==> src/rtl/regfile_write_arbiter_if.sv <==
// Requester handshakes, register-file write command and read-address hazard lines
// for regfile_write_arbiter.
interface regfile_write_arbiter_if #(
    parameter int DATA_W = 16,
    parameter int ADDR_W = 5
);
    logic              a_valid;
    logic [ADDR_W-1:0] a_addr;
    logic [DATA_W-1:0] a_data;
    logic              a_ready;
    logic              b_valid;
    logic [ADDR_W-1:0] b_addr;
    logic [DATA_W-1:0] b_data;
    logic              b_ready;
    logic              mode;
    logic [ADDR_W-1:0] WriteAddress;
    logic [DATA_W-1:0] WriteValue;
    logic [ADDR_W-1:0] ReadAddress1;
    logic [ADDR_W-1:0] ReadAddress2;
    logic              hazard1;
    logic              hazard2;
    logic [15:0]       a_count;
    logic [15:0]       b_count;

    modport slave (
        input  a_valid, a_addr, a_data, b_valid, b_addr, b_data,
               ReadAddress1, ReadAddress2,
        output a_ready, b_ready, mode, WriteAddress, WriteValue,
               hazard1, hazard2, a_count, b_count
    );

    modport master (
        output a_valid, a_addr, a_data, b_valid, b_addr, b_data,
               ReadAddress1, ReadAddress2,
        input  a_ready, b_ready, mode, WriteAddress, WriteValue,
               hazard1, hazard2, a_count, b_count
    );
endinterface

==> src/rtl/regfile_write_arbiter.sv <==
// Round-robin arbiter sharing the register-file write port between two requesters.
// Optional macro REGWRITE_ZERO_GUARD_EN: accept writes to r0 but never issue them.
module regfile_write_arbiter #(
    parameter int DATA_W = 16,
    parameter int ADDR_W = 5
) (
    input  logic                    clk,
    input  logic                    reset,
    regfile_write_arbiter_if.slave  bus
);
    localparam logic [0:0] IDLE  = 1'b0;
    localparam logic [0:0] WRITE = 1'b1;

    logic [0:0]        stateReg;
    logic [0:0]        stateNext;
    logic              lastReg;
    logic [ADDR_W-1:0] writeAddressReg;
    logic [DATA_W-1:0] writeValueReg;

    logic [1:0]        reqValid;
    logic [1:0]        grant;
    logic              transfer;
    logic              writeEn;
    logic [ADDR_W-1:0] selAddr;
    logic [DATA_W-1:0] selData;
    logic [1:0][15:0]  countVec;

    assign reqValid = {bus.b_valid, bus.a_valid};

    // Contention goes to whoever was not granted last; nothing is granted in reset.
    always_comb begin
        grant = 2'b00;
        if (!reset) begin
            if (reqValid == 2'b11) begin
                grant = lastReg ? 2'b01 : 2'b10;
            end else begin
                grant = reqValid;
            end
        end
    end

    assign transfer = |grant;
    assign selAddr  = grant[1] ? bus.b_addr : bus.a_addr;
    assign selData  = grant[1] ? bus.b_data : bus.a_data;

`ifdef REGWRITE_ZERO_GUARD_EN
    assign writeEn = transfer && (selAddr != '0);
`else
    assign writeEn = transfer;
`endif

    always_comb begin
        stateNext = stateReg;
        case (stateReg)
            IDLE:    stateNext = writeEn ? WRITE : IDLE;
            WRITE:   stateNext = writeEn ? WRITE : IDLE;
            default: stateNext = IDLE;
        endcase
    end

    always_ff @(posedge clk) begin
        if (reset) begin
            stateReg        <= IDLE;
            lastReg         <= 1'b1;
            writeAddressReg <= '0;
            writeValueReg   <= '0;
        end else begin
            stateReg <= stateNext;
            if (transfer) begin
                lastReg <= grant[1];
            end
            // Command registers hold their last value while no write is issued.
            if (writeEn) begin
                writeAddressReg <= selAddr;
                writeValueReg   <= selData;
            end
        end
    end

    // One free-running wrap-around acceptance counter per requester.
    generate
        for (genvar gi = 0; gi < 2; gi++) begin : g_count
            logic [15:0] countReg;
            always_ff @(posedge clk) begin
                if (reset) begin
                    countReg <= '0;
                end else if (grant[gi]) begin
                    countReg <= countReg + 16'd1;
                end
            end
            assign countVec[gi] = countReg;
        end
    endgenerate

    assign bus.a_ready      = grant[0];
    assign bus.b_ready      = grant[1];
    assign bus.mode         = (stateReg == WRITE);
    assign bus.WriteAddress = writeAddressReg;
    assign bus.WriteValue   = writeValueReg;
    assign bus.hazard1      = bus.mode && (bus.ReadAddress1 == writeAddressReg);
    assign bus.hazard2      = bus.mode && (bus.ReadAddress2 == writeAddressReg);
    assign bus.a_count      = countVec[0];
    assign bus.b_count      = countVec[1];
endmodule

==> src/flat_wrapper.sv <==
// flat-port wrapper written by rule: the top's interface ports become plain ports
module regfile_write_arbiter_flat 
#(
    parameter int DATA_W = 16,
    parameter int ADDR_W = 5
)
  (clk, reset, bus_a_valid, bus_a_addr, bus_a_data, bus_b_valid, bus_b_addr, bus_b_data, bus_ReadAddress1, bus_ReadAddress2, bus_a_ready, bus_b_ready, bus_mode, bus_WriteAddress, bus_WriteValue, bus_hazard1, bus_hazard2, bus_a_count, bus_b_count);
  regfile_write_arbiter_if #(.DATA_W(DATA_W), .ADDR_W(ADDR_W)) bus_i ();
  input  logic clk;
  input  logic reset;
  input wire logic [$bits(bus_i.a_valid)-1:0] bus_a_valid;
  input wire logic [$bits(bus_i.a_addr)-1:0] bus_a_addr;
  input wire logic [$bits(bus_i.a_data)-1:0] bus_a_data;
  input wire logic [$bits(bus_i.b_valid)-1:0] bus_b_valid;
  input wire logic [$bits(bus_i.b_addr)-1:0] bus_b_addr;
  input wire logic [$bits(bus_i.b_data)-1:0] bus_b_data;
  input wire logic [$bits(bus_i.ReadAddress1)-1:0] bus_ReadAddress1;
  input wire logic [$bits(bus_i.ReadAddress2)-1:0] bus_ReadAddress2;
  output wire logic [$bits(bus_i.a_ready)-1:0] bus_a_ready;
  output wire logic [$bits(bus_i.b_ready)-1:0] bus_b_ready;
  output wire logic [$bits(bus_i.mode)-1:0] bus_mode;
  output wire logic [$bits(bus_i.WriteAddress)-1:0] bus_WriteAddress;
  output wire logic [$bits(bus_i.WriteValue)-1:0] bus_WriteValue;
  output wire logic [$bits(bus_i.hazard1)-1:0] bus_hazard1;
  output wire logic [$bits(bus_i.hazard2)-1:0] bus_hazard2;
  output wire logic [$bits(bus_i.a_count)-1:0] bus_a_count;
  output wire logic [$bits(bus_i.b_count)-1:0] bus_b_count;
  assign bus_i.a_valid = bus_a_valid;
  assign bus_i.a_addr = bus_a_addr;
  assign bus_i.a_data = bus_a_data;
  assign bus_i.b_valid = bus_b_valid;
  assign bus_i.b_addr = bus_b_addr;
  assign bus_i.b_data = bus_b_data;
  assign bus_i.ReadAddress1 = bus_ReadAddress1;
  assign bus_i.ReadAddress2 = bus_ReadAddress2;
  assign bus_a_ready = bus_i.a_ready;
  assign bus_b_ready = bus_i.b_ready;
  assign bus_mode = bus_i.mode;
  assign bus_WriteAddress = bus_i.WriteAddress;
  assign bus_WriteValue = bus_i.WriteValue;
  assign bus_hazard1 = bus_i.hazard1;
  assign bus_hazard2 = bus_i.hazard2;
  assign bus_a_count = bus_i.a_count;
  assign bus_b_count = bus_i.b_count;
  regfile_write_arbiter #(.DATA_W(DATA_W), .ADDR_W(ADDR_W)) u_core (.clk(clk), .reset(reset), .bus(bus_i));
endmodule
==> config.mk <==
export PLATFORM = sky130hd
export DESIGN_NAME = regfile_write_arbiter_flat
export DESIGN_NICKNAME = d
export VERILOG_FILES = /design/src/rtl/regfile_write_arbiter_if.sv /design/src/rtl/regfile_write_arbiter.sv /design/src/flat_wrapper.sv
export SDC_FILE = /design/constraint.sdc
export NUM_CORES = 1
export LEC_CHECK = 0
export CAP_MARGIN = 5
export CORE_MARGIN = 1
export CORE_UTILIZATION = 39
export CTS_BUF_LIST = sky130_fd_sc_hd__clkbuf_8
export DETAILED_ROUTE_END_ITERATION = 16
export HOLD_SLACK_MARGIN = 0.06
export PLACE_DENSITY = 0.78
export SLEW_MARGIN = 25
export SYNTH_ARGS = -nofsm -noshare
export SYNTH_HDL_FRONTEND = slang
export SYNTH_SLANG_ARGS = --single-unit
export TNS_END_PERCENT = 20
==> constraint.sdc <==
create_clock -name clk -period 1.6 [get_ports clk]
set_clock_uncertainty 0.2 [all_clocks]
set_input_delay 0.32 -clock clk [delete_from_list [all_inputs] [get_ports clk]]
set_output_delay 0.32 -clock clk [all_outputs]
set_load 0.05 [all_outputs]
### Yosys cells after proc, flatten, opt, wreduce, memory -nomap -nowiden

Cells that the tools add are included.

| storage, ports and cells | value |
|---|---|
| register bits after elaboration | 55 |
| latch bits | 0 |
| bits in writable memories | 0 |
| ROM bits | 0 |
| input port bits | 56 |
| output and inout bits | 58 |
| word-level logic and storage cells | 20 |
| memories | 0 |

| cells by class | value |
|---|---|
| add/sub/neg operators | 2 |
| $mul | 0 |
| div/mod/pow operators | 0 |
| $lt $le $gt $ge | 0 |
| equality and inequality tests | 3 |
| shift operators | 0 |
| muxes and demuxes | 6 |
| bitwise logic cells | 0 |
| reductions and logical operators | 3 |

Operator list:

| kind | count |
|---|---|
| 16-bit by 1-bit adder with 16-bit output (second input constant) | 2 |
| 16-bit two-way mux | 1 |
| 5-bit equality test | 2 |
| 2-bit two-way mux | 3 |
| 5-bit two-way mux | 1 |
| 2-bit equality test (second input constant) | 1 |
| 1-bit logical AND | 2 |
| 2-bit OR reduction | 1 |
| 1-bit two-way mux | 1 |

### Longest topological paths before layout

Gate-level depths: netlist of the first run.

| logic depth | value |
|---|---|
| word-level depth | 5 |
| gate-level depth with buffers | 6 |
| gate-level depth less buffers | 5 |

### Worst setup path after synthesis of the first run

No wires, ideal clock.

| timing | value |
|---|---|
| path kind | register -> output |
| start point | register u_core.lastReg |
| end point | output port bus_a_ready |
| arrival | 1.592 ns |
| data required time | 1.080 ns |
| slack | -0.512 ns |
| stages on the path, launching flop included | 6 |
| buffers on the path | 2 |
| cells stage by stage | dfxtp_1 nand2b_1 buf_4 nand2_1 buf_2 nor2_1 |

| between the ends | value |
|---|---|
| word-level cells in the longest chain between the ends | 3 |

Ends and longest elaborated chain:

| element | RTL line | RTL |
|---|---|---|
| start, declared | regfile_write_arbiter.sv:16 | `logic lastReg;` |
| start signal, assigned | regfile_write_arbiter.sv:70 | `lastReg <= grant[1];` |
| 2-bit two-way mux | regfile_write_arbiter.sv:35 | `grant = lastReg ? 2'b01 : 2'b10;` |
| 2-bit two-way mux | regfile_write_arbiter.sv:34 | `if (reqValid == 2'b11) begin` |
| 2-bit two-way mux | regfile_write_arbiter.sv:33 | `if (!reset) begin` |
| end, declared | flat_wrapper.sv:19 | `output wire logic [$bits(bus_i.a_ready)-1:0] bus_a_ready;` |

No other way between the ends.

### Worst setup path after layout of the first run

| timing | value |
|---|---|
| start point | register u_core.writeAddressReg[4] (netlist: u_core.bus.WriteAddress[4]) |
| end point | output port bus_hazard1 |

| between the ends | value |
|---|---|
| word-level cells in the longest chain between the ends | 2 |

Ends and longest elaborated chain:

| element | RTL line | RTL |
|---|---|---|
| start, declared | regfile_write_arbiter.sv:17 | `logic [ADDR_W-1:0] writeAddressReg;` |
| start signal, assigned | regfile_write_arbiter.sv:74 | `writeAddressReg <= selAddr;` |
| 5-bit equality test | regfile_write_arbiter.sv:100 | `assign bus.hazard1 = bus.mode && (bus.ReadAddress1 == writeAddressReg);` |
| 1-bit logical AND | regfile_write_arbiter.sv:100 |  |
| end, declared | flat_wrapper.sv:24 | `output wire logic [$bits(bus_i.hazard1)-1:0] bus_hazard1;` |

No other way between the ends.

==> reports/summary.md, run 1 <==
The first global-routing pass estimated 13.7 mm of wire. The area growth from synthesis to final layout works out to 104%. At the worst endpoint, the arrival time is 1.51 ns. The proportion of register bits with asynchronous set or reset after synthesis is 0%. For the highest achievable clock rate, the log shows 492 MHz. The initial utilization of the core area, before any placement, comes to 40.6%. Summing over every cut layer, the via total after detailed routing is 3028. For this design the static power due to leakage is 2.06 nW. In this run, post-CTS hold repair placed 0 buffers. The area of the die was 0.00693 mm2; the number of nets with antenna violations after detailed routing was 0. STA classifies the critical path endpoint as an output port. In this run the worst path has a maximum fanout of 3.

The tree built by TritonCTS fans out to 55 sinks. The max-cap check violation count was 0; the synthesized flop and latch total was 55. The number of CTS-inserted buffers was 5. Of the total power, the share spent switching nets is 29.1%.

The ratio of total power to cell area was 639 mW/mm2. Walking the worst path, the cells encountered are xor2_2 > nor4_2 > and3_4 > buf_12. Of the cells placed in the final design, the portion with a size suffix greater than 1 is 43.1%. The kind of path behind the tightest hold check was input pin to flip-flop.

For the final number of max-transition violations, the log shows 0. When the netlist entered floorplanning its net count stood at 365. In this run the standard cell core region covers 0.00635 mm2.

The final reports fail on setup timing. The internal portion of total power was 2.39 mW. The cell at the root of the clock tree is clkbuf_8. Data on the critical path is required at its endpoint by 1.08 ns. 0 antenna diodes ended up in the layout. The share of total power dissipated in combinational logic is 27.9%. Using the TritonRoute via totals, the vias-per-cell ratio works out to 5.55.

A synthesized cell averages 8.39 um2. Measured along the x axis, the die boundary spans 83.3 um. During I/O placement, the number of pins put on the boundary was 114. TritonCTS built the clock tree. The post-synthesis instance total is 307.

The logs give 43.5% for the sequential group share of total power and 28.6% for the fraction of power consumed by the clock network. For the count of fill cells added during filler insertion, the log shows 343. For this run, the register share of the synthesized area comes to 42.7%.

The logs give 2820 for the via count of the first global-routing pass and 0.00120 mm2 for the total area of sequential cells. The critical path's largest stage delay is 0.38 ns. For the total global-route track usage, the log shows 24.6%.

The later pin in the worst-skew pair is clocked with a latency of 0.30 ns. Entering global routing, the biggest net connects 44 pins. For the number of buffers on the longest clock path, the log shows 2.

The slowest stage of the critical path is the dfxtp_4 cell. In the routed design, unresolved DRC markers number 0. The fraction of the core area covered by cells at the end of the flow was 83.0%; the slew at the pin with the worst max-slew slack was 0.374 ns. Setup repair after global routing could not meet its margin everywhere. From bottom edge to top edge, the die measures 83.3 um.

The total number of yosys warnings was 0; the total grt overflow was 0. The count of distinct cell types in the synthesized netlist is 33, and the number of enable flip-flop cells after synthesis is 0. For the initial antenna violation count, the log shows 0. The logs give 29 for the row count and -0.662 ns for the setup slack after placement. Setup violations remaining at the end of the flow were counted as 20. In the final routed layout, each cell accounts on average for 17.3 um. Summing all multi-input logic gate instances after layout gives 0.00159 mm2. CTS built an H-tree with a depth of 2. Once detailed placement completed, the half-perimeter wirelength came to 6.09 mm. The congestion estimate from routability-driven global placement came to 0.760. The final setup slack of the worst path is -0.433 ns.

The logs give 4 for the iteration count of the initial detailed-routing pass and 526 for the number of nets in the layout. The worst setup path is of the flip-flop to output port kind. Among all flip-flop cells after synthesis, the most frequent one is dfxtp_1.

Wires add up to 9.47 mm. The worst setup path is launched from a flip-flop. Headroom to the max-slew limit came out at 74.8%. Summing every instance area after synthesis gives 0.00258 mm2.

The period utilization works out to 127%. After the first detailed-routing iteration, the DRC count stood at 99. The routed design could run at a clock period as short as 2.03 ns. The count of port buffers added during placement was 113. For this design the total switching power over the nets is 0.979 mW. The flow ran to the end, but the final reports show violations.

After clock tree synthesis, the clock-pin slew on the worst setup and hold paths is 0.10 ns. The worst-case IR drop observed on VDD is 0.444 mV. Hold violation total from the final report: 0.
[logic make-up (layout without fill, tap and decap cells)]
kind of cell	Yosys count	after routing	synth area share, %
buffers and inverters	26	188	4.23
AO/OA/AOI/OAI	58	58	15.8
multiplexers	1	1	0.389
adder cells (fa/ha/maj)	2	2	0.971
flip-flops	55	55	42.7
XOR/XNOR	22	22	7.48
AND/OR/NAND/NOR	143	143	28.4
[synthesized netlist by cell type (4+ instances only)]
| library cell | instances | share of area, % |
|---|---|---|
| dfxtp_1 | 55 | 43 |
| nor2_1 | 36 | 5.2 |
| nand2_1 | 35 | 5.1 |
| nand3_1 | 31 | 6.0 |
| a311oi_1 | 21 | 7.1 |
| xor2_1 | 17 | 5.8 |
| a21oi_1 | 16 | 3.1 |
| o21ai_0 | 12 | 2.3 |
| or3_1 | 11 | 2.7 |
| clkbuf_1 | 10 | 1.5 |
| nand4_1 | 7 | 1.7 |
| buf_2 | 6 | 1.2 |
| inv_1 | 6 | 0.87 |
| xnor2_1 | 5 | 1.7 |
| and3_1 | 4 | 0.97 |
| and4_1 | 4 | 1.4 |
| o31ai_1 | 4 | 1.2 |
| or4_1 | 4 | 1.2 |
[cell usage in the layout (no fill, tap or decap), types with 3 or more instances in the layout]
cell and instances:
buf_12 61, buf_4 47, clkdlybuf4s50_1 44, nor2_1 33, nand2_1 32, nand3_1 30, dfxtp_4 25, dfxtp_1 22
a311oi_1 18, xor2_1 16, a21oi_1 11, or3_1 9, dlygate4sd2_1 9, o21ai_0 8, buf_6 8, dfxtp_2 8
nand4_1 7, clkbuf_8 6, a21oi_2 5, inv_1 5, xnor2_1 4, o31ai_1 4, nand2_4 3, a311oi_2 3
o21ai_1 3
[sequential cells by signal, summed over array words and instances, names as in the netlist]
register / count
u_core.bus.WriteValue: 16
u_core.bus.a_count: 16
u_core.bus.b_count: 16
u_core.bus.WriteAddress: 5
u_core.bus.mode: 1
u_core.lastReg: 1
[timing repair]
item,CTS,global route
resized for setup,27,30
pin swaps,26,14
buffers inserted,15,0
endpoints found under the setup margin,55,45
gates cloned,1,1
[layout make-up]
class	instances	area share, %
Sequential cell	55	22.9
Clock inverter	2	0.665
Multi-Input combinational cell	226	30.2
Tap cell	77	1.83
Inverter	7	0.594
Clock buffer	6	1.57
Timing Repair Buffer	173	42.3
[routing by layer]
metal  up-vias  wire [um]  global-route usage, %
met3        34        693                   7.26
met1      1403       3340                   26.2
met2       156       5020                   46.0
met5         -          0                      0
met4         0        410                   8.15
li1       1435          -                      -
[critical path, delay by kind of cell, from the launching register on]
kind,cells,cell delay (ns)
AND/OR/NAND/NOR,2,0.51
buffers and inverters,1,0.13
flip-flops,1,0.38
XOR/XNOR,1,0.17
[through the flow]
step | power, mW | cells | instance area, um2 | setup TNS (ns) | hold WS, ns
CTS | 3.35 | 549 | 5130 | -2.15 | 0.262
detailed placement | 2.37 | 525 | 4840 | -25.19 | 0.313
global placement | 2.35 | 525 | 4840 | -23.13 | 0.294
finish | 3.37 | 546 | 5270 | -2.08 | 0.273
global route | 3.49 | 546 | 5270 | -3.38 | 0.285
floorplan | 1.86 | 307 | 2750 | -0.472 | 0.241
[final timing paths]
path | startpoint | endpoint | slack (ns) | cells after the start
worst max register to register | u_core.lastReg$_SDFFE_PP1P_ | u_core.bus.b_count[12]$_SDFFE_PP0N_ | -0.16 | 5
worst min register to register | u_core.bus.WriteValue[15]$_SDFFE_PP0P_ | u_core.bus.WriteValue[15]$_SDFFE_PP0P_ | 0.33 | 2
worst max-delay path | u_core.bus.WriteAddress[4]$_SDFFE_PP0P_ | bus_hazard1 | -0.43 | 4
worst min-delay path | reset | u_core.bus.WriteValue[0]$_SDFFE_PP0P_ | 0.27 | 3
[power groups by stage]
stage                     Clock [mW]  Sequential, mW  Combinational (mW)
after floorplan                    0            1.66               0.198
after global placement             0            1.49               0.864
after detailed placement           0            1.49               0.878
after CTS                      0.979            1.46               0.909
after global routing            1.03            1.47               0.989
final                          0.963            1.46               0.941
No activity file was read; power rests on OpenSTA's default activity.
==> inputs of run 2 (changes only) <==
Settings changed: CELL_PAD_IN_SITES_DETAIL_PLACEMENT set to 1, CELL_PAD_IN_SITES_GLOBAL_PLACEMENT set to 2, CORE_ASPECT_RATIO set to 2, CORE_UTILIZATION 39 to 21, PLACE_DENSITY 0.78 to not set, PLACE_DENSITY_LB_ADDON set to 0.1.
==> run 2 against run 1 <==
Compared with the run above:
- the run still ends with setup timing left
- clock power is 15% lower
- hold slack got worse by 0.039 ns
- combinational power is 5.0% higher
- total power decreased by 2.9%
- die area rose by 84%
- global-route usage fell by 8.1 points
- routed wire length rose by 7.6%
- via count down 1.3%
- worst setup slack gained 0.020 ns
- sequential cell count unchanged
- largest cell class unchanged
- largest power group unchanged
==> reports/summary.md, run 2 (synthesis gave the netlist of run 1 again) <==
The logs give 32 (was 44) for the maximum number of pins on one net before global-route repair and 2.18 nW (was 2.06 nW) for the total leakage power. Kind of cell adding the most delay to the critical path: simple AND/OR/NAND/NOR gates (unchanged). The number of nets with antenna violations after detailed routing is 0 (unchanged), and the number of buffers on the longest clock path is 2 (unchanged). The proportion of layout cells with a drive suffix above 1 works out to 46.6% (was 43.1%). TritonCTS built the clock tree. The ratio of total power to cell area is 591 mW/mm2 (was 639 mW/mm2), and the total buffers and inverters traversed by the critical path is 1 (unchanged).

The tools report the total grt overflow as 0 (unchanged). The critical path arrival came out at 1.49 ns (was 1.51 ns). The peak supply drop was 0.337 mV (was 0.444 mV). The post-layout instance area is 0.00553 mm2 (was 0.00527 mm2).

The area after detailed placement came out at 0.00501 mm2 (was 0.00484 mm2). The run gives 56 (was 29) as the row count. Setup repair after global routing could not meet its margin everywhere.

The overall power of the completed layout was 3.27 mW (was 3.37 mW). The total via count after detailed routing is 2990 (was 3028). The end of the worst register-to-register path was u_core.bus.b_count[15]$_SDFFE_PP0N_ (was u_core.bus.b_count[12]$_SDFFE_PP0N_).

The cell at the root of the clock tree was clkbuf_8 (unchanged). The slew at the pin with the worst max-slew slack was 0.409 ns (was 0.374 ns); the initial standard-cell utilization of the core was 21.8% (was 40.6%). The iteration count of the initial detailed-routing pass is 4 (unchanged). The first element of the critical path was u_core.bus.WriteAddress[2]$_SDFFE_PP0P_ (was u_core.bus.WriteAddress[4]$_SDFFE_PP0P_). Initial antenna violation count: 0 (unchanged).

The kind of path behind the tightest hold check is input pin to flip-flop (unchanged). The most common cell after layout, fill and taps aside was buf_12 (unchanged). The tools report the aggregate routed wire length as 10.2 mm (was 9.47 mm). The tools report the area of the die as 0.0127 mm2 (was 0.00693 mm2). Cells along the critical path: xor2_2 > nor4_2 > and3_4 > buf_12 (unchanged).

The number of H-tree branching levels is 2 (unchanged), and the initial detailed-routing violation count is 59 (was 99). The tools report the hold-fix buffer count after cts as 0 (unchanged). The tools report the final number of max-transition violations as 0 (unchanged). The tools report the hold-critical path endpoint as u_core.bus.b_count[0]$_SDFFE_PP0N_ (was u_core.bus.WriteValue[0]$_SDFFE_PP0P_). The run gives 1.08 ns (about the same) as the critical path data required time. The tools report the highest achievable clock rate as 497 MHz (was 492 MHz).

Violated checks: setup timing (unchanged). The final number of setup-violating endpoints is 18 (was 20), and the total clock sinks is 55 (unchanged). The shortest clock period the worst path allows after layout was 2.01 ns (was 2.03 ns); the biggest fanout along the worst timing path was 3 (unchanged). The total global-route track usage was 16.6% (was 24.6%). The worst reg2reg path depth was 5 (unchanged).

Critical path's largest stage delay: 0.38 ns (about the same). The count of port buffers added during placement was 113 (unchanged); the width of the die was 80.3 um (was 83.3 um). For the core box area, the log shows 0.0118 mm2 (was 0.00635 mm2). For the wire length of the first global-routing pass, the log shows 16.0 mm (was 13.7 mm). The placer's final routability congestion estimate came out at 0.755 (was 0.760).

Highest-count cells in the layout ignoring fill and taps: 62 x buf_12, 57 x buf_4, 46 x clkdlybuf4s50_1 (was 61 x buf_12, 47 x buf_4, 44 x clkdlybuf4s50_1). The library cell contributing the largest single delay on the critical path was dfxtp_4 (unchanged). The clock transition time at the flip-flop clock pins of the worst setup and hold paths was 0.11 ns (was 0.10 ns). The number of nets in the layout was 542 (was 526). Start point of the worst min-delay path: reset (unchanged). The number of vias per cell is 4.75 (was 5.55), and the detailed placer's ending HPWL is 7.60 mm (was 6.09 mm). The max-cap check violation count is 0 (unchanged), and the detailed-route DRC error count is 0 (unchanged). The type of the worst setup path is flip-flop to output port (unchanged). The number of diodes came out at 0 (unchanged). The area growth from synthesis to final layout is 115% (was 104%). Startpoint of the lowest-slack register-to-register path: u_core.lastReg$_SDFFE_PP1P_ (unchanged). The final sum of negative setup slack came out at -1.93 ns (was -2.08 ns). The number of CTS-inserted buffers was 5 (unchanged); the cell depth of the worst min-delay path was 3 (unchanged). Worst hold slack: 0.235 ns (was 0.273 ns).

The tools report the kind of capture point of the worst setup path as an output port (unchanged). The die span in y was 159 um (was 83.3 um); the period utilization was 126% (was 127%). Slack of the worst reg-to-reg path: -0.12 ns (was -0.16 ns). The per-cell routed wire length is 16.2 um (was 17.3 um), and the via count of the first global-routing pass is 3192 (was 2820).

The launching element type of the critical path is a flip-flop (unchanged). The hold violation total from the final report is 0 (unchanged). The final setup slack of the worst path was -0.413 ns (was -0.433 ns); the worst-skew pair later-pin latency was 0.33 ns (was 0.30 ns). The run finished, with violations left.

The number of ports placed on the die boundary was 114 (unchanged); the fraction of the core area covered by cells at the end of the flow was 46.7% (was 83.0%). Headroom to the max-slew limit: 72.7% (was 74.8%).
run 2: cell types whose count changed in the layout (fill, tap and decap cells not counted), moves of 4 or more:
cell      before  now
buf_6          8   12
nor2_2         2    6
nor2_1        33   29
a311oi_1      18   12
buf_4         47   57
a311oi_2       3    9
run 2: area by class of cell:
type                       instances  area (um2)
clock buffer                       5        68.8
multi-input combinational        227        1630
tap                              145         181
sequential                        55        1200
timing repair buffer             188        2390
clock inverter                     3        16.3
fill                            1296        6310
inverter                           7        31.3
run 2: how the worst max path moves through the flow:
stage                                               end  slack (ns)  depth (start not counted)
floorplan           u_core.bus.b_count[15]$_SDFFE_PP0N_       -0.10                          4
global placement    u_core.bus.b_count[12]$_SDFFE_PP0N_       -0.60                          5
detailed placement  u_core.bus.b_count[14]$_SDFFE_PP0N_       -0.66                          5
CTS                                         bus_hazard1       -0.46                          4
global route                                bus_hazard2       -0.49                          4
finish                                      bus_hazard2       -0.41                          4
run 2: timing repair:
action                                  CTS  global route
endpoints found under the setup margin   51            42
gates cloned                              2             0
buffers inserted                          8            11
pin swaps                                19            36
gates resized for setup                  27            45
run 2: per-stage QoR:
stage | std cells | setup WS (ns)
3_3_place_gp | 602 | -0.604
4_1_cts | 620 | -0.461
5_1_grt | 630 | -0.487
2_1_floorplan | 307 | -0.104
3_5_place_dp | 602 | -0.657
6_report | 630 | -0.413
run 2: routing by layer:
metal	wire, um	share of wire, %	global-route usage, %	up-vias
met3	342	3.4	3.04	9
met1	3310	33	15.2	1456
met5	0	0	0	-
li1	-	-	-	1461
met2	6360	62	34.9	64
met4	178	1.7	4.93	0
run 2: worst reg2reg max path, delay by kind of cell (launching register included):
family	cells	cell delay (ns)
DFF	1	0.38
and+or+nand+nor	2	0.60
AOI/OAI and AO/OA	2	0.34
buffers and inverters	1	0.15
run 2: power by group:
part	internal [mW]	switching [mW]
Clock	0.303	0.517
Combinational	0.521	0.466
Sequential	1.40	0.0633
==> inputs of run 3 (changes only) <==
Settings changed: SETUP_SLACK_MARGIN set to 0.1, TNS_END_PERCENT 20 to 1.
==> run 3 against run 2 <==
Compared with the run above:
- the run still ends with setup timing left
- design area fell by 4.1%
- register-to-register slack improved by 0.02 ns
- non-clock buffer count fell by 15
- sequential power barely moved
- die area did not move
- critical endpoint is now bus_hazard1
- largest power group unchanged
==> reports/summary.md, run 3 (synthesis gave the netlist of run 1 again) <==
The wire length of the first global-routing pass is 15.3 mm (was 16.0 mm), and the initial standard-cell utilization of the core is 21.8% (unchanged). The end of the worst register-to-register path is u_core.bus.b_count[12]$_SDFFE_PP0N_ (was u_core.bus.b_count[15]$_SDFFE_PP0N_). The proportion of layout cells with a drive suffix above 1 works out to 41.8% (was 46.6%). Aggregate routed wire length: 9.59 mm (was 10.2 mm). The per-cell routed wire length came out at 15.6 um (was 16.2 um). The total global-route track usage was 15.8% (was 16.6%); the total grt overflow was 0 (unchanged). The width of the die is 80.3 um (unchanged), and the final sum of negative setup slack is -1.63 ns (was -1.93 ns).

The critical path's largest stage delay was 0.41 ns (was 0.38 ns); the hold-fix buffer count after cts was 0 (unchanged). Setup repair after global routing could not meet its margin everywhere. The tools report the total via count after detailed routing as 2923 (was 2990). TritonCTS built the clock tree. The via count of the first global-routing pass was 3132 (was 3192). Highest-count cells in the layout ignoring fill and taps: 62 x buf_12, 50 x clkdlybuf4s50_1, 35 x nor2_1 (was 62 x buf_12, 57 x buf_4, 46 x clkdlybuf4s50_1).

The worst-skew pair later-pin latency was 0.31 ns (was 0.33 ns). The slack of the worst reg-to-reg path is -0.10 ns (was -0.12 ns). The critical path arrival was 1.53 ns (was 1.49 ns).

For the multi-input gate area in the final layout, the log shows 0.00152 mm2 (was 0.00163 mm2). The critical path depth was 5 (was 4). The total buffers and inverters traversed by the critical path is 2 (was 1). The max-cap check violation count is 0 (unchanged).

The launching element type of the critical path is an input pin (was a flip-flop). The first element of the critical path was bus_ReadAddress1[0] (was u_core.bus.WriteAddress[2]$_SDFFE_PP0P_). The tools report the number of ports placed on the die boundary as 114 (unchanged).

The detailed-route DRC error count was 0 (unchanged); the slew at the pin with the worst max-slew slack was 0.360 ns (was 0.409 ns). The kind of capture point of the worst setup path is an output port (unchanged). The clock transition time at the flip-flop clock pins of the worst setup and hold paths works out to 0.10 ns (was 0.11 ns). The most common cell after layout, fill and taps aside was buf_12 (unchanged).

Violated checks: setup timing (unchanged). The hold violation total from the final report is 0 (unchanged), and the maximum number of pins on one net before global-route repair is 27 (was 32). The run gives 55 (unchanged) as the total clock sinks. For the highest achievable clock rate, the log shows 487 MHz (was 497 MHz). For the placer's final routability congestion estimate, the log shows 0.737 (was 0.755).

The biggest fanout along the worst timing path was 1 (was 3); the count of fill cells added during filler insertion was 1300 (was 1296). The period utilization was 128% (was 126%); the final setup slack of the worst path was -0.455 ns (was -0.413 ns). The number of vias per cell works out to 4.76 (was 4.75). The setup slack after placement was -0.653 ns (was -0.657 ns).

The kind of cell adding the most delay to the critical path is buffers and inverters (was simple AND/OR/NAND/NOR gates). The type of the worst setup path is input pin to output port (was flip-flop to output port). The run gives 2 (unchanged) as the number of buffers on the longest clock path. The final number of setup-violating endpoints is 10 (was 18), and the count of port buffers added during placement is 113 (unchanged). The core box area is 0.0118 mm2 (unchanged).

The number of diodes is 0 (unchanged), and the total area of sequential cells is 0.00120 mm2 (about the same). The library cell contributing the largest single delay on the critical path is clkdlybuf4s50_1 (was dfxtp_4). Cells along the critical path: clkdlybuf4s50_1 > xor2_1 > nor4_1 > and3_4 > buf_12 (was xor2_2 > nor4_2 > and3_4 > buf_12).

The logs give 2 (unchanged) for the number of H-tree branching levels and 0.0127 mm2 (unchanged) for the area of the die. The run gives 7.53 mm (was 7.60 mm) as the detailed placer's ending HPWL. The headroom to the max-slew limit is 75.7% (was 72.7%). The total leakage power is 2.02 nW (was 2.18 nW). The worst hold slack is 0.245 ns (was 0.235 ns), and the instance count after placement with tap cells included is 603 (was 602). The tools report the initial detailed-routing violation count as 54 (was 59).

The startpoint of the lowest-slack register-to-register path is u_core.lastReg$_SDFFE_PP1P_ (unchanged). The tools report the start point of the worst min-delay path as reset (unchanged). The run gives 0.294 mV (was 0.337 mV) as the peak supply drop. Worst reg2reg path depth: 5 (unchanged). For the critical path data required time, the log shows 1.08 ns (about the same). The kind of path behind the tightest hold check was input pin to flip-flop (unchanged).

The die span in y is 159 um (unchanged), and the row count is 56 (unchanged). The number of nets with antenna violations after detailed routing was 0 (unchanged). The capturing element of the worst setup path is bus_hazard1 (was bus_hazard2).

The cell at the root of the clock tree was clkbuf_8 (unchanged). Initial antenna violation count: 0 (unchanged). The logs give 5 (unchanged) for the number of CTS-inserted buffers and 0 (unchanged) for the final number of max-transition violations.

Iteration count of the initial detailed-routing pass: 4 (unchanged). The ratio of total power to cell area is 603 mW/mm2 (was 591 mW/mm2), and the final cell count without fillers is 614 (was 630). For the number of nets in the layout, the log shows 526 (was 542). The run finished, with violations left. The area growth from synthesis to final layout is 106% (was 115%), and the shortest clock period the worst path allows after layout is 2.05 ns (was 2.01 ns).
run 3: changes by cell type in the layout (fill, tap and decap cells not counted), moves of 4 or more:
cell and delta:
clkdlybuf4s50_1 +4, dfxtp_2 +4, nor2_1 +6, nor2_2 -6
buf_4 -25, buf_6 +12
run 3: layout make-up:
| cell class | count | area share, % |
|---|---|---|
| Clock buffer | 5 | 1.30 |
| Clock inverter | 3 | 0.307 |
| Inverter | 7 | 0.590 |
| Multi-Input combinational cell | 226 | 28.6 |
| Sequential cell | 55 | 22.6 |
| Tap cell | 145 | 3.42 |
| Timing Repair Buffer | 173 | 43.2 |
run 3: worst min path at each step:
| stage | to | cells after the start | slack (ns) |
|---|---|---|---|
| 2_1_floorplan | u_core.bus.mode$_SDFF_PP0_ | 2 | 0.24 |
| 3_3_place_gp | u_core.bus.b_count[13]$_SDFFE_PP0N_ | 2 | 0.29 |
| 3_5_place_dp | u_core.bus.b_count[13]$_SDFFE_PP0N_ | 2 | 0.31 |
| 4_1_cts | u_core.lastReg$_SDFFE_PP1P_ | 4 | 0.22 |
| 5_1_grt | u_core.lastReg$_SDFFE_PP1P_ | 4 | 0.26 |
| 6_report | u_core.lastReg$_SDFFE_PP1P_ | 4 | 0.24 |
run 3: what timing repair did:
action,4_1_cts,5_1_grt
pin swaps,18,24
cloned,0,0
resized for setup,31,28
setup endpoints to repair,73,59
buffers inserted,3,0
run 3: routing by layer:
layer	up-vias	share of wire, %	GRT usage [%]
li1	1428	-	-
met1	1416	35	15.6
met5	-	0	0
met4	0	1.5	5.02
met3	10	4.0	3.38
met2	69	60	31.7
run 3: power breakdown:
part           leakage, nW  internal (mW)  switching (mW)  total [mW]
sequential           0.471           1.40          0.0626        1.46
combinational         1.50          0.498           0.452       0.950
clock               0.0453          0.302           0.485       0.787
total                 2.02           2.20           0.999        3.20
run 3: metrics by stage:
| step | utilization, % | total power [mW] | area (um2) |
|---|---|---|---|
| floorplan | - | 1.86 | 2710 |
| global placement | 42.2 | 2.39 | 4990 |
| detailed placement | 42.2 | 2.41 | 4990 |
| CTS | 43.8 | 3.24 | 5190 |
| global route | 44.8 | 3.36 | 5310 |
| finish | 44.8 | 3.20 | 5310 |
run 3: worst reg2reg max path, delay by kind of cell (launching register included):
family | cells | cell delay [ns]
simple gates | 2 | 0.63
flops | 1 | 0.38
compound gates | 2 | 0.29
buf+inv | 1 | 0.14
